## src/rtl/if_id_hazard_stage.sv

```systemverilog
// IF/ID pipeline register with load-use stall, branch/jump flush and memory-wait control.
// Optional HAZ_PERF_COUNT_EN adds stall_cycles/flush_count performance counters.
module if_id_hazard_stage #(
    parameter int          WAIT_MAX = 16,
    parameter logic [31:0] NOP_WORD = 32'h00000000
) (
    input  logic        clock,
    input  logic        reset,
    input  logic [31:0] if_inst,
    input  logic [31:0] if_pc_mais_4,
    input  logic        mem_ready,
    input  logic        ex_mem_read,
    input  logic [4:0]  ex_rt,
    input  logic        pcsrc,
    input  logic        jump,
    output logic [31:0] id_inst,
    output logic [31:0] id_pc_mais_4,
    output logic        id_valid,
    output logic        PCWrite,
    output logic        IFIDWrite,
    output logic        HazMuxCon,
    output logic        mem_timeout,
    output logic [1:0]  state_dbg
`ifdef HAZ_PERF_COUNT_EN
    ,
    output logic [31:0] stall_cycles,
    output logic [31:0] flush_count
`endif
);

    // Handshake: mem_ready is the valid of if_inst for the current cycle; PCWrite is the
    // fetch-side ready. A word is consumed only on a cycle where both are high.

    typedef enum logic [1:0] {
        S_RUN   = 2'd0,
        S_LDUSE = 2'd1,
        S_WAIT  = 2'd2
    } state_t;

    typedef enum logic [1:0] {
        ACT_LOAD   = 2'd0,
        ACT_HOLD   = 2'd1,
        ACT_FLUSH  = 2'd2,
        ACT_BUBBLE = 2'd3
    } act_t;

    localparam logic [7:0] WAIT_MAX_W = 8'(WAIT_MAX);

    state_t     state_q;
    state_t     state_d;
    act_t       act;
    logic [7:0] wait_cnt_q;
    logic [7:0] wait_cnt_inc;
    logic [4:0] id_rs;
    logic [4:0] id_rt;
    logic       hazard;
    logic       redirect;

    assign id_rs        = id_inst[25:21];
    assign id_rt        = id_inst[20:16];
    assign hazard       = id_valid & ex_mem_read & (ex_rt != 5'd0) &
                          ((ex_rt == id_rs) | (ex_rt == id_rt));
    assign redirect     = pcsrc | jump;
    assign wait_cnt_inc = (wait_cnt_q == 8'hFF) ? 8'hFF : wait_cnt_q + 8'd1;

    always_ff @(posedge clock) begin
        if (reset) begin
            state_q <= S_RUN;
        end else begin
            state_q <= state_d;
        end
    end

    // The hazard term is only honoured in RUN: in LDUSE the load has moved on, and in
    // WAIT the IF/ID slot always holds a bubble.
    always_comb begin
        act     = ACT_LOAD;
        state_d = S_RUN;
        if ((state_q == S_RUN) && hazard) begin
            act     = ACT_HOLD;
            state_d = S_LDUSE;
        end else if (redirect) begin
            act     = ACT_FLUSH;
            state_d = S_RUN;
        end else if (!mem_ready) begin
            act     = ACT_BUBBLE;
            state_d = S_WAIT;
        end
    end

    always_comb begin
        PCWrite   = 1'b0;
        IFIDWrite = 1'b0;
        HazMuxCon = 1'b0;
        state_dbg = state_q;
        if (!reset) begin
            PCWrite   = (act == ACT_LOAD) || (act == ACT_FLUSH);
            IFIDWrite = (act != ACT_HOLD);
            HazMuxCon = (act != ACT_HOLD);
        end
    end

    always_ff @(posedge clock) begin
        if (reset) begin
            id_inst      <= NOP_WORD;
            id_pc_mais_4 <= 32'd0;
            id_valid     <= 1'b0;
            wait_cnt_q   <= 8'd0;
            mem_timeout  <= 1'b0;
        end else begin
            unique case (act)
                ACT_LOAD: begin
                    id_inst      <= if_inst;
                    id_pc_mais_4 <= if_pc_mais_4;
                    id_valid     <= 1'b1;
                    wait_cnt_q   <= 8'd0;
                end
                ACT_HOLD: begin
                    wait_cnt_q <= 8'd0;
                end
                ACT_FLUSH: begin
                    id_inst      <= NOP_WORD;
                    id_pc_mais_4 <= 32'd0;
                    id_valid     <= 1'b0;
                    wait_cnt_q   <= 8'd0;
                end
                ACT_BUBBLE: begin
                    id_inst      <= NOP_WORD;
                    id_pc_mais_4 <= 32'd0;
                    id_valid     <= 1'b0;
                    wait_cnt_q   <= wait_cnt_inc;
                    if (wait_cnt_inc >= WAIT_MAX_W) begin
                        mem_timeout <= 1'b1;
                    end
                end
            endcase
        end
    end

`ifdef HAZ_PERF_COUNT_EN
    always_ff @(posedge clock) begin
        if (reset) begin
            stall_cycles <= 32'd0;
            flush_count  <= 32'd0;
        end else begin
            if (!PCWrite) begin
                stall_cycles <= stall_cycles + 32'd1;
            end
            if (act == ACT_FLUSH) begin
                flush_count <= flush_count + 32'd1;
            end
        end
    end
`endif

endmodule
```

## config.mk

```make
export PLATFORM = sky130hd
export DESIGN_NAME = if_id_hazard_stage
export DESIGN_NICKNAME = d
export VERILOG_FILES = /design/src/rtl/if_id_hazard_stage.sv
export SDC_FILE = /design/constraint.sdc
export NUM_CORES = 1
export LEC_CHECK = 0
export ABC_AREA = 1
export ABC_CLOCK_PERIOD_IN_PS = 2000
export BUFFER_PORTS_ARGS = -buffer_cell sky130_fd_sc_hd__buf_4
export CORE_AREA = 2 2 108 110
export DETAILED_ROUTE_END_ITERATION = 10
export DIE_AREA = 0 0 110 112
export GPL_TIMING_DRIVEN = 0
export HOLD_SLACK_MARGIN = 0.08
export PLACE_DENSITY = 0.56
export SYNTH_ARGS = -nofsm -noshare
export SYNTH_HDL_FRONTEND = slang
export SYNTH_SLANG_ARGS = --single-unit
```

## constraint.sdc

```tcl
create_clock -name clock -period 2 [get_ports clock]
set_clock_uncertainty 0.2 [all_clocks]
set_input_delay 0.4 -clock clock [delete_from_list [all_inputs] [get_ports clock]]
set_output_delay 0.4 -clock clock [all_outputs]
set_load 0.05 [all_outputs]
```

Word level (Yosys, flattened, before mapping)
Index checks and enable logic that the tools add are counted.
{"block": "classes", "addsub": 1, "magnitude_cmp": 1, "eq_ne": 7, "mux": 13, "bitwise_logic": 5, "reduce_logical": 10}
{"operator": "$pmux 32 s2", "count": 2}
{"operator": "$pmux 8 s2", "count": 1}
{"operator": "$eq 5x5->1", "count": 2}
{"operator": "$add 8x1->8 const B", "count": 1}
{"operator": "$eq 8x8->1 const B", "count": 1}
{"operator": "$ge 8x5->1 const B", "count": 1}
{"operator": "$mux 2", "count": 4}
{"operator": "$mux 8", "count": 1}
{"operator": "$reduce_or 3->1", "count": 2}
{"operator": "$reduce_bool 5->1", "count": 1}
{"operator": "$eq 2x2->1 const B", "count": 2}
{"operator": "$logic_not 2->1", "count": 2}
{"operator": "$mux 1", "count": 4}
{"operator": "$and 1x1->1", "count": 3}
{"operator": "$eq 2x1->1 const B", "count": 1}
{"operator": "$ne 2x1->1 const B", "count": 1}
{"operator": "$or 1x1->1", "count": 2}
{"operator": "$pmux 1 s2", "count": 1}
{"operator": "$reduce_and 2->1", "count": 1}
{"operator": "$reduce_bool 2->1", "count": 1}
{"operator": "$reduce_or 2->1", "count": 1}
{"operator": "$logic_and 1x1->1", "count": 1}
{"operator": "$logic_or 1x1->1", "count": 1}
{"block": "word_totals", "reg_bits": 76, "in_bits": 75, "output_inout_bits": 71, "elab_cells": 44}

Depth between registers and ports, before layout
Gate-level depths: netlist of run 1.
{"block": "logic_depth", "ltp_word": 8, "mapped_depth": 12, "mapped_depth_nobuf": 10}

Worst setup path before layout of run 1
OpenSTA, ideal clock, no wires.
{"block": "synth_path", "path_kind": "register -> output", "start": "register id_inst[16]", "end": "output PCWrite", "arrival_ns": 1.965, "required_ns": 1.400, "path_slack_ns": -0.565, "stages_incl_launch_ff": 10, "path_buffers": 1, "path_cell_list": "dfxtp_1 > nor2_1 > nor2_1 > nor2_1 > nand3_1 > nand2_1 > nand2_2 > buf_4 > nand2_1 > nor2_1"}
{"block": "synth_between", "elab_chain_len": 8, "word_cells_on_any_way": 9, "cone_classes": "2 x eq/ne; 2 x mux; 2 x bitwise; 3 x reduce/logical"}
{"element": "start: declaration", "line_no": "16", "rtl": "output logic [31:0] id_inst,"}
{"element": "start signal: assignment", "line_no": "113", "rtl": "id_inst <= if_inst;"}
{"element": "$eq 5x5->1 *", "line_no": "62", "rtl": "((ex_rt == id_rs) | (ex_rt == id_rt));"}
{"element": "$or 1x1->1 *", "line_no": "62"}
{"element": "$and 1x1->1 *", "line_no": "61", "rtl": "assign hazard = id_valid & ex_mem_read & (ex_rt != 5'd0) &"}
{"element": "$logic_and 1x1->1 *", "line_no": "79", "rtl": "if ((state_q == S_RUN) && hazard) begin"}
{"element": "$mux 2 *", "line_no": "79"}
{"element": "$eq 2x2->1 / $logic_not 2->1 (equally long branches)", "line_no": "97", "rtl": "PCWrite = (act == ACT_LOAD) || (act == ACT_FLUSH);"}
{"element": "$logic_or 1x1->1 *", "line_no": "97"}
{"element": "$mux 1 *", "line_no": "96", "rtl": "if (!reset) begin"}
{"element": "end: declaration", "line_no": "19", "rtl": "output logic PCWrite,"}
Mark *: on every way between the ends. The rest lies on a longest branch, timed or not.

Worst setup path after layout of run 1
{"block": "layout_path", "start": "register id_inst[22]", "end": "output IFIDWrite"}
{"block": "layout_between", "elab_chain_len": 7}
{"element": "$eq 5x5->1", "line_no": "62"}
{"element": "$or 1x1->1", "line_no": "62"}
{"element": "$and 1x1->1", "line_no": "61"}
{"element": "$logic_and 1x1->1", "line_no": "79"}
{"element": "$mux 2", "line_no": "79"}
{"element": "$ne 2x1->1", "line_no": "98", "rtl": "IFIDWrite = (act != ACT_HOLD);"}
{"element": "$mux 1", "line_no": "96"}
{"element": "end: declaration", "line_no": "20", "rtl": "output logic IFIDWrite,"}
Every way passes these cells.

==> impl_metrics.yaml, run 1 <==
synth:
  synthArstFlopShare_pct: 0
  synth-xor-area-share_pct: 1.182
  yosys-top-cells-count: "nand2_1, dfxtp_1, nand3_1"
  yosysMostFrequentCell: "nand2_1"
  synth_ff_type: "dfxtp_1"
  yosys_warnings: 0
  synthesis.area_um2: 2964
  synth-seq-cells: 76
  avgSynthCellArea_um2: 7.319
  synth_top_family_by_area: "simple AND/OR/NAND/NOR gates"
  muxShareOfSynthArea_pct: 0
  synth.area.top_cells: "dfxtp_1, nand2_1, nand3_1"
  syn_inst: 405
  seq_area_frac_synth_pct: 51.33
  synth_cell_types: 20
  synthSimpleGateAreaFrac_pct: 37.74
  synth_edf_count: 0
  synth_fa_ha_area_share_pct: 0.4221
  yosysTopAreaCellShare_pct: 51.33
  yosys.area.top_type: "dfxtp_1"
  synth_compound_area_share_pct: 1.562
  syn_nets: 481
final_layout:
  diodes: 0
  final_area_um2: 4674
  fin_cells: 715
  regArea_um2: 1563
  layout-drive-gt1-share_pct: 37.06
  final_nets: 643
  fillCellCount: 1160
  area_growth_pct: 57.70
  multi_input_area_um2: 1256
run:
  max_cap_violations: 0
critical_path:
  critPathCaptureType: "output port"
  critPathKind: "flop to output port"
  crit_buf_inv: 4
  crit_family: "simple AND/OR/NAND/NOR gates"
  required_ns: 1.40
  reg2reg_setup_slack_ns: -0.05
  arrival_ns: 1.63
  critPathMaxFanout: 3
  crit_slowest_cell: "dfxtp_4"
  reg2reg_from: "id_inst[22]$_SDFFE_PP0P_"
  slowest_delay_ns: 0.35
  crit_path_start_kind: "flop"
  cp-startpoint: "id_inst[22]$_SDFFE_PP0P_"
  cp_cell_sequence: "inv_2 > nand2_1 > nand2_1 > nor2_1 > nand3_1 > nand2_2 > nand2_8 > nand2_4 > clkinvlp_4 > buf_8 > buf_8"
pwr:
  seqPwrFrac_pct: 45.7
  p_switching_uw: 783.4
  ir_worst_vdd_uv: 268.5
  p_per_area_nw_per_um2: 722.0
  p_leak_nw: 2.400
  power_frac_clock_pct: 44.3
  intPower_mw: 2.592
  total_power_mw: 3.375
  swShare_pct: 23.21
  power_frac_comb_pct: 10.0
hold_path:
  min_from: "reset"
  hold_class: "primary input to flop"
timing:
  worst_slack_ns: -0.2297
  rsz0062_at_grt: "yes"
  min_period_ns: 2.230
  min_period_over_period_pct: 111.5
  tightestPinTransition_ns: 0.5066
  drv_slew: 0
  setup-violations-final: 53
  hold_viol: 0
  relSlewSlack_pct: 66.23
  timing.hold.ws_ns: 0.09395
  timing.fmax_mhz: 448.5
detailed_routing:
  ant_nets: 0
  drcViolationCount: 0
  routed_wl_um: 8508
  drt_iter0_drc: 142
  dr_total_vias: 3080
  viasPerCell: 4.308
  drt_first_pass_iters: 4
  post_drt_wl_per_cell_um: 11.90
place:
  dpl-instance-area_um2: 4298
  dp_cells: 693
  gp_congestion: 0.7956
  portBuffers: 145
  post-place-ws_ns: -0.3371
  dpl.hpwl_um: 6365
global_route:
  grt_overflow: 0
  grt_usage_pct: 13.86
  grt_max_degree: 15
  grt_pass1_wl_um: 13460
  grt_pass1_vias: 2900
  antenna_found_initial: 0
floorplanning:
  dieArea_um2: 12320
  dieHeight_um: 112
  start_util_pct: 26.53
  placement_rows: 39
  coreArea_um2: 11170
  ios: 146
  die_x_um: 110
clock_network:
  worst_skew_pair.late_latency_ns: 0.32
  cts_tree: "yes"
  cts_buffer_depth: 2
  cts-root-buf: "clkbuf_16"
  cts_inserted_buffers: 9
  cts_sinks: 76
  cts_max_level: 3
  clkTransAtPathRegs_ns: 0.06
status:
  failed_checks: "negative setup slack"
  status: "complete, but fails checks"
-- final cells by class --
| type | instances | share of cell area (%) |
|---|---|---|
| timing repair buffer | 152 | 24.71 |
| tap | 143 | 3.828 |
| clock buffer | 14 | 5.648 |
| multi-input combinational | 282 | 26.87 |
| inverter | 26 | 2.168 |
| sequential | 76 | 33.43 |
| clock inverter | 2 | 0.2141 |
| buffer | 20 | 3.132 |
-- logic make-up (layout without fill, tap and decap cells) --
kind of cell,count (synthesis),count (layout)
AO/OA/AOI/OAI,9,9
XOR/XNOR,4,4
adder cells (fa/ha/maj),1,1
buffers and inverters,47,214
flip-flops,76,76
AND/OR/NAND/NOR,268,268
-- flip-flops by register name (all words and copies together), names as in the netlist --
name and flops:
mem_timeout 1, wait_cnt_q 8, state_dbg 2, id_pc_mais_4 32
id_valid 1, id_inst 32
-- final timing paths --
kind	end	cells past startpoint
worst min-delay path	id_valid$_SDFFE_PP0P_	2
worst min register to register	id_pc_mais_4[15]$_SDFFE_PP0P_	2
worst max-delay path	IFIDWrite	11
worst max register to register	id_inst[21]$_SDFFE_PP0P_	14
-- placed cells by master, fill, tap and decap left out --
master	Yosys	final
a21oi_1	5	5
buf_2	4	4
buf_4	3	149
buf_6	5	8
buf_8	0	2
clkbuf_1	9	9
clkbuf_16	0	9
clkbuf_2	0	2
clkbuf_8	0	2
clkinv_2	0	2
clkinvlp_4	0	1
dfxtp_1	76	63
dfxtp_2	0	3
dfxtp_4	0	10
dlygate4sd3_1	0	1
ha_1	1	1
inv_1	22	15
inv_2	4	10
nand2_1	164	161
nand2_2	1	2
nand2_4	0	1
nand2_8	0	1
nand3_1	73	73
nand3_2	1	1
nand4_1	3	3
nor2_1	24	21
nor2_2	2	3
nor2_4	0	2
o21ai_0	3	3
o22ai_1	1	1
xnor2_1	3	3
xor2_1	1	1
-- timing repair --
action                                  CTS  global route
buffers inserted                          3             3
hold endpoints to repair                  1             0
pin swaps                                 5             4
gates resized for setup                   6            17
endpoints found under the setup margin    3            63
hold buffers                              1             0
-- per-stage QoR --
| step | setup TNS [ns] | utilization, % |
|---|---|---|
| after floorplan | -0.2442 | - |
| after global placement | -11.69 | 38.46 |
| after detailed placement | -14.03 | 38.46 |
| after CTS | -0.6990 | 41.35 |
| after global routing | -9.840 | 41.83 |
| final | -2.326 | 41.83 |
-- layer usage --
layer / wire, um / GRT usage, % / part of all wire (%) / vias to the layer above
met5: 0 / 0 / 0 / -
met3: 872 / 5.972 / 10 / 7
met2: 3785 / 21.27 / 44 / 115
li1: - / - / - / 1608
met4: 95 / 4.726 / 1.1 / 0
met1: 3755 / 17.29 / 44 / 1350
-- power by group through the flow --
stage	Sequential, mW	Clock [mW]	Combinational, mW
after floorplan	1.65	0	0.0747
after global placement	1.57	0	0.324
after detailed placement	1.57	0	0.327
after CTS	1.54	1.55	0.336
after global routing	1.54	1.61	0.360
final	1.54	1.50	0.336
No activity file was read; power rests on OpenSTA's default activity.
==> run 2, diff against run 1 <==
--- a/config.mk
+++ b/config.mk
@@ -8,12 +8,14 @@
 export ABC_AREA = 1
 export ABC_CLOCK_PERIOD_IN_PS = 2000
 export BUFFER_PORTS_ARGS = -buffer_cell sky130_fd_sc_hd__buf_4
+export CELL_PAD_IN_SITES_DETAIL_PLACEMENT = 0
+export CELL_PAD_IN_SITES_GLOBAL_PLACEMENT = 1
 export CORE_AREA = 2 2 108 110
 export DETAILED_ROUTE_END_ITERATION = 10
 export DIE_AREA = 0 0 110 112
 export GPL_TIMING_DRIVEN = 0
 export HOLD_SLACK_MARGIN = 0.08
-export PLACE_DENSITY = 0.56
+export PLACE_DENSITY = 0.75
 export SYNTH_ARGS = -nofsm -noshare
 export SYNTH_HDL_FRONTEND = slang
 export SYNTH_SLANG_ARGS = --single-unit
==> run 2 against run 1 <==
  * Maximum frequency is 4.7% lower
  * Count of clock-buffer cells in the layout is 4 lower
  * The run still ends with negative setup slack left
  * Routed wire length is 5.0% higher
  * Combinational power is 1% higher
  * Sequential cell count stayed put
  * Design area is 0.59% higher
==> impl_metrics.yaml, run 2 (synthesis gave the netlist of run 1 again) <==
status:
  status: "complete, but fails checks"
  failed_checks: "negative setup slack"
floorplanning:
  coreArea_um2: 11170
  dieArea_um2: 12320
  start_util_pct: 26.53
  die_x_um: 110
  ios: 146
  dieHeight_um: 112
  placement_rows: 39
global_route:
  grt_overflow: 0
  grt_pass1_vias: 2973
  grt_max_degree: 13
  grt_usage_pct: 14.52
  antenna_found_initial: 0
  grt_pass1_wl_um: 13970
hold_path:
  hold_class: "primary input to flop"
  min_to: "id_pc_mais_4[26]$_SDFFE_PP0P_"
  min_from: "if_pc_mais_4[26]"
  hold_depth: 3
detailed_routing:
  post_drt_wl_per_cell_um: 12.44
  viasPerCell: 4.325
  drcViolationCount: 0
  drt_first_pass_iters: 6
  routed_wl_um: 8934
  dr_total_vias: 3105
  drt_iter0_drc: 143
  ant_nets: 0
pwr:
  p_per_area_nw_per_um2: 704.5
  total_power_mw: 3.312
  ir_worst_vdd_uv: 355.9
  p_leak_nw: 2.437
clock_network:
  cts_tree: "yes"
  cts-root-buf: "clkbuf_16"
  clkTransAtPathRegs_ns: 0.06
  worst_skew_pair.late_latency_ns: 0.33
  cts_inserted_buffers: 9
  cts_max_level: 3
  cts_sinks: 76
  cts_buffer_depth: 2
timing:
  setup-violations-final: 3
  timing.fmax_mhz: 427.5
  drv_slew: 0
  hold_viol: 0
  worst_slack_ns: -0.3392
  relSlewSlack_pct: 66.77
  rsz0062_at_grt: "yes"
  min_period_ns: 2.339
  tightestPinTransition_ns: 0.4985
  min_period_over_period_pct: 117.0
  timing.hold.ws_ns: 0.09173
final_layout:
  final_area_um2: 4702
  mostFrequentLayoutCells: "nand2_1, buf_4, nand3_1"
  area_growth_pct: 58.63
  reg_top3: "id_inst x32, id_pc_mais_4 x32, wait_cnt_q x8"
  diodes: 0
  fin_util_pct: 42.08
  final_common_cell: "nand2_1"
  layout-drive-gt1-share_pct: 38.78
  final_nets: 646
  fin_cells: 718
critical_path:
  crit_path_start_kind: "flop"
  arrival_ns: 1.74
  r2r_cells: 13
  critPathCaptureType: "output port"
  critPathMaxFanout: 4
  required_ns: 1.40
  reg2reg_from: "id_inst[21]$_SDFFE_PP0P_"
  crit_slowest_cell: "dfxtp_4"
  critPathKind: "flop to output port"
  crit_buf_inv: 4
  slowest_delay_ns: 0.35
  worst-path-stages: 11
  crit_family: "simple AND/OR/NAND/NOR gates"
  reg2reg_setup_slack_ns: 0.04
  cp_cell_sequence: "nor2_1 > nor2_1 > nor2_2 > nand3_2 > nand2_2 > nand2_4 > buf_12 > nand2_8 > clkinvlp_4 > buf_8 > buf_8"
  regToRegEndpoint: "id_pc_mais_4[22]$_SDFFE_PP0P_"
place:
  dpl.hpwl_um: 6538
  dp_cells: 693
  portBuffers: 145
  dpl-instance-area_um2: 4298
  gp_congestion: 0.7554
run:
  max_cap_violations: 0
[run 2: final cells by class]
| cell class | count | area [um2] |
|---|---|---|
| fillers | 1199 | 6472 |
| flip-flops and latches | 76 | 1563 |
| multi-input cells | 282 | 1266 |
| repair buffers | 154 | 1170 |
| clock buffers | 10 | 229.0 |
| well taps | 143 | 178.9 |
| plain buffers | 21 | 163.9 |
| inverters | 26 | 101.3 |
| clock inverters | 6 | 30.03 |
[run 2: repair_timing]
action	CTS	global route
resized for setup	13	17
endpoints found under the setup margin	3	64
hold buffers	1	0
pin swaps	4	9
buffers inserted	4	4
endpoints found under the hold margin	1	0
[run 2: power by group]
| part | total [mW] | internal, mW | leakage, nW | switching, mW |
|---|---|---|---|---|
| Combinational | 0.340 | 0.160 | 1.68 | 0.180 |
| Sequential | 1.54 | 1.53 | 0.624 | 0.0152 |
| Clock | 1.43 | 0.827 | 0.134 | 0.603 |
| Total | 3.31 | 2.51 | 2.44 | 0.798 |
[run 2: worst max-delay path by stage]
stage	startpoint	end	slack, ns
detailed placement	ex_rt[0]	IFIDWrite	-0.35
floorplan	id_inst[25]$_SDFFE_PP0P_	IFIDWrite	-0.18
finish	id_inst[21]$_SDFFE_PP0P_	IFIDWrite	-0.34
CTS	id_inst[16]$_SDFFE_PP0P_	IFIDWrite	-0.36
global placement	ex_rt[0]	IFIDWrite	-0.36
global route	id_inst[25]$_SDFFE_PP0P_	IFIDWrite	-0.47
[run 2: worst register-to-register path, delay by kind of cell (launching register included)]
kind	cells	cell delay, ns
DFF	1	0.35
and+or+nand+nor	9	0.73
buffers and inverters	4	0.62
[run 2: routing by layer]
| metal | track usage [%] | wire length, um |
|---|---|---|
| met4 | 5.907 | 143 |
| met3 | 4.977 | 719 |
| met2 | 22.58 | 4024 |
| met1 | 18.25 | 4046 |
| met5 | 0 | 0 |
[run 2: metrics by stage]
step / TNS, ns / worst slack, ns
2_1_floorplan: -0.2442 / -0.1781
3_3_place_gp: -13.25 / -0.3566
3_5_place_dp: -15.06 / -0.3519
4_1_cts: -0.8776 / -0.3623
5_1_grt: -8.192 / -0.4706
6_report: -0.8339 / -0.3392
==> run 3, diff against run 2 <==
--- a/config.mk
+++ b/config.mk
@@ -6,7 +6,7 @@
 export NUM_CORES = 1
 export LEC_CHECK = 0
 export ABC_AREA = 1
-export ABC_CLOCK_PERIOD_IN_PS = 2000
+export ABC_CLOCK_PERIOD_IN_PS = 3000
 export BUFFER_PORTS_ARGS = -buffer_cell sky130_fd_sc_hd__buf_4
 export CELL_PAD_IN_SITES_DETAIL_PLACEMENT = 0
 export CELL_PAD_IN_SITES_GLOBAL_PLACEMENT = 1
@@ -16,6 +16,7 @@
 export GPL_TIMING_DRIVEN = 0
 export HOLD_SLACK_MARGIN = 0.08
 export PLACE_DENSITY = 0.75
+export SKIP_LAST_GASP = 1
 export SYNTH_ARGS = -nofsm -noshare
 export SYNTH_HDL_FRONTEND = slang
 export SYNTH_SLANG_ARGS = --single-unit
==> constraint.sdc (replaced) <==
create_clock -name clock -period 3 [get_ports clock]
set_clock_uncertainty 0.2 [all_clocks]
set_input_delay 0.6 -clock clock [delete_from_list [all_inputs] [get_ports clock]]
set_output_delay 0.6 -clock clock [all_outputs]
set_load 0.05 [all_outputs]
==> run 3 against run 2 <==
  * The flow now finishes without violations
  * Routed wire length fell by 4.7%
  * Combinational power down 37%
  * Critical path depth rose by 1
  * Register-to-register slack better by 1.2 ns
  * Via count fell by 1.5%
  * Core utilization down 1.6 points
  * Global-route usage down 0.44 points
  * Sequential share of layout area rose by 0.40 points
  * Final cell count decreased by 1.4%
  * Largest cell class unchanged
  * Non-clock buffer count is 9 lower
==> impl_metrics.yaml, run 3 (synthesis gave the netlist of run 1 again) <==
status:
  status: "finished, final reports clean"
pwr:
  total_power_mw: 2.304
  intPower_mw: 1.782
  p_per_area_nw_per_um2: 509.3
  ir_worst_vdd_uv: 244.0
  power_frac_comb_pct: 9.3
  power_frac_clock_pct: 45.8
  p_leak_nw: 2.360
  p_switching_uw: 521.9
  swShare_pct: 22.66
  seqPwrFrac_pct: 44.9
detailed_routing:
  routed_wl_um: 8510
  drcViolationCount: 0
  viasPerCell: 4.319
  drt_iter0_drc: 139
  ant_nets: 0
  post_drt_wl_per_cell_um: 12.02
  dr_total_vias: 3058
  drt_first_pass_iters: 4
critical_path:
  critPathKind: "flop to output port"
  slowest_delay_ns: 0.38
  critPathCaptureType: "output port"
  cp_cell_sequence: "nand2_1 > inv_1 > nor2_1 > nor2_1 > nand3_1 > nand2_1 > nand2_2 > buf_4 > nand2_1 > inv_1 > buf_4 > buf_4"
  crit_slowest_cell: "dfxtp_1"
  required_ns: 2.20
  critPathMaxFanout: 10
  worst-path-stages: 12
  r2r_cells: 12
  reg2reg_setup_slack_ns: 1.20
  regToRegEndpoint: "id_pc_mais_4[24]$_SDFFE_PP0P_"
  crit_buf_inv: 5
  crit_path_start_kind: "flop"
  crit_family: "buffers and inverters"
  reg2reg_from: "id_inst[16]$_SDFFE_PP0P_"
  arrival_ns: 1.92
floorplanning:
  coreArea_um2: 11170
  dieArea_um2: 12320
  start_util_pct: 26.53
  dieHeight_um: 112
  placement_rows: 39
  ios: 146
  die_x_um: 110
timing:
  rsz0062_at_grt: "no"
  timing.fmax_mhz: 367.7
  min_period_over_period_pct: 90.65
  relSlewSlack_pct: 64.87
  tightestPinTransition_ns: 0.5264
  setup-violations-final: 0
  hold_viol: 0
  tns_ns: 0
  drv_slew: 0
  min_period_ns: 2.720
  timing.hold.ws_ns: 0.2450
final_layout:
  layout-drive-gt1-share_pct: 31.86
  final_nets: 637
  final_common_cell: "nand2_1"
  reg_top3: "id_inst x32, id_pc_mais_4 x32, wait_cnt_q x8"
  fin_cells: 708
  area_growth_pct: 52.60
  mostFrequentLayoutCells: "nand2_1, buf_4, dfxtp_1"
  diodes: 0
clock_network:
  cts_tree: "yes"
  worst_skew_pair.late_latency_ns: 0.33
  cts_buffer_depth: 2
  post_cts_resized: 0
  cts_max_level: 3
  clkTransAtPathRegs_ns: 0.06
  cts-root-buf: "clkbuf_16"
  cts_inserted_buffers: 9
  cts_sinks: 76
  cts_hold_buf: 0
  cts_setup_buffers: 0
hold_path:
  min_to: "id_inst[3]$_SDFFE_PP0P_"
  hold_depth: 2
  hold_class: "flop to flop"
  min_from: "id_inst[3]$_SDFFE_PP0P_"
place:
  dpl.hpwl_um: 6538
  gp_congestion: 0.7563
  dp_cells: 693
  portBuffers: 145
global_route:
  grt_overflow: 0
  antenna_found_initial: 0
  grt_usage_pct: 14.09
  grt_max_degree: 13
  grt_pass1_vias: 2997
  grt_pass1_wl_um: 13650
run:
  max_cap_violations: 0
-- run 3: cell types whose count changed in the layout (fill, tap and decap cells not counted), sizes merged --
cell / change
clkinv: -2
bufinv: +1
buf: -8
dlygate4sd3: -1
-- run 3: worst reg2reg max path: stages, from the launching register on --
cell and delay [ns]:
dfxtp_1 0.38, nand2_1 0.06, inv_1 0.06, nor2_1 0.04, nor2_1 0.10, nand3_1 0.09, nand2_1 0.09, nand2_2 0.13
nor2_2 0.12, buf_4 0.21, buf_6 0.16, nand2_1 0.05, nand2_1 0.06
-- run 3: per-layer routing --
metal,wire length [um],track usage [%],up-vias
met5,0,0,-
met3,831,5.445,10
li1,-,-,1584
met4,161,5.148,0
met1,3626,17.27,1356
met2,3890,22.21,108
-- run 3: layout make-up --
class,count,area (um2)
buffer,21,132.6
clock buffer,10,239.0
clock inverter,5,52.55
fill,1186,6651
inverter,26,97.59
multi-input combinational,282,1212
sequential,76,1521
tap,143,178.9
timing repair buffer,145,1089
-- run 3: stage by stage --
stage	setup WS, ns	utilization [%]	area, um2
final	0.2804	40.48	4523
after global routing	0.08237	40.48	4523
after CTS	0.2442	40.48	4523
after detailed placement	0.2806	37.87	4232
after global placement	0.2779	37.87	4232
after floorplan	0.2348	-	2964
-- run 3: power by group through the flow --
stage                     Clock (mW)  Sequential (mW)  Combinational [mW]
after global placement             0             1.06               0.214
after global routing            1.14             1.04               0.230
final                           1.05             1.04               0.214
after CTS                       1.09             1.04               0.216
after detailed placement           0             1.06               0.216
after floorplan                    0             1.11              0.0468
-- run 3: how the worst max path moves through the flow --
stage                     end                      from  slack [ns]
floorplan             PCWrite  id_inst[16]$_SDFFE_PP0P_        0.23
global placement    IFIDWrite                  ex_rt[0]        0.28
detailed placement  IFIDWrite                  ex_rt[0]        0.28
CTS                 IFIDWrite  id_inst[17]$_SDFFE_PP0P_        0.24
global route        IFIDWrite  id_inst[16]$_SDFFE_PP0P_        0.08
finish              IFIDWrite  id_inst[16]$_SDFFE_PP0P_        0.28
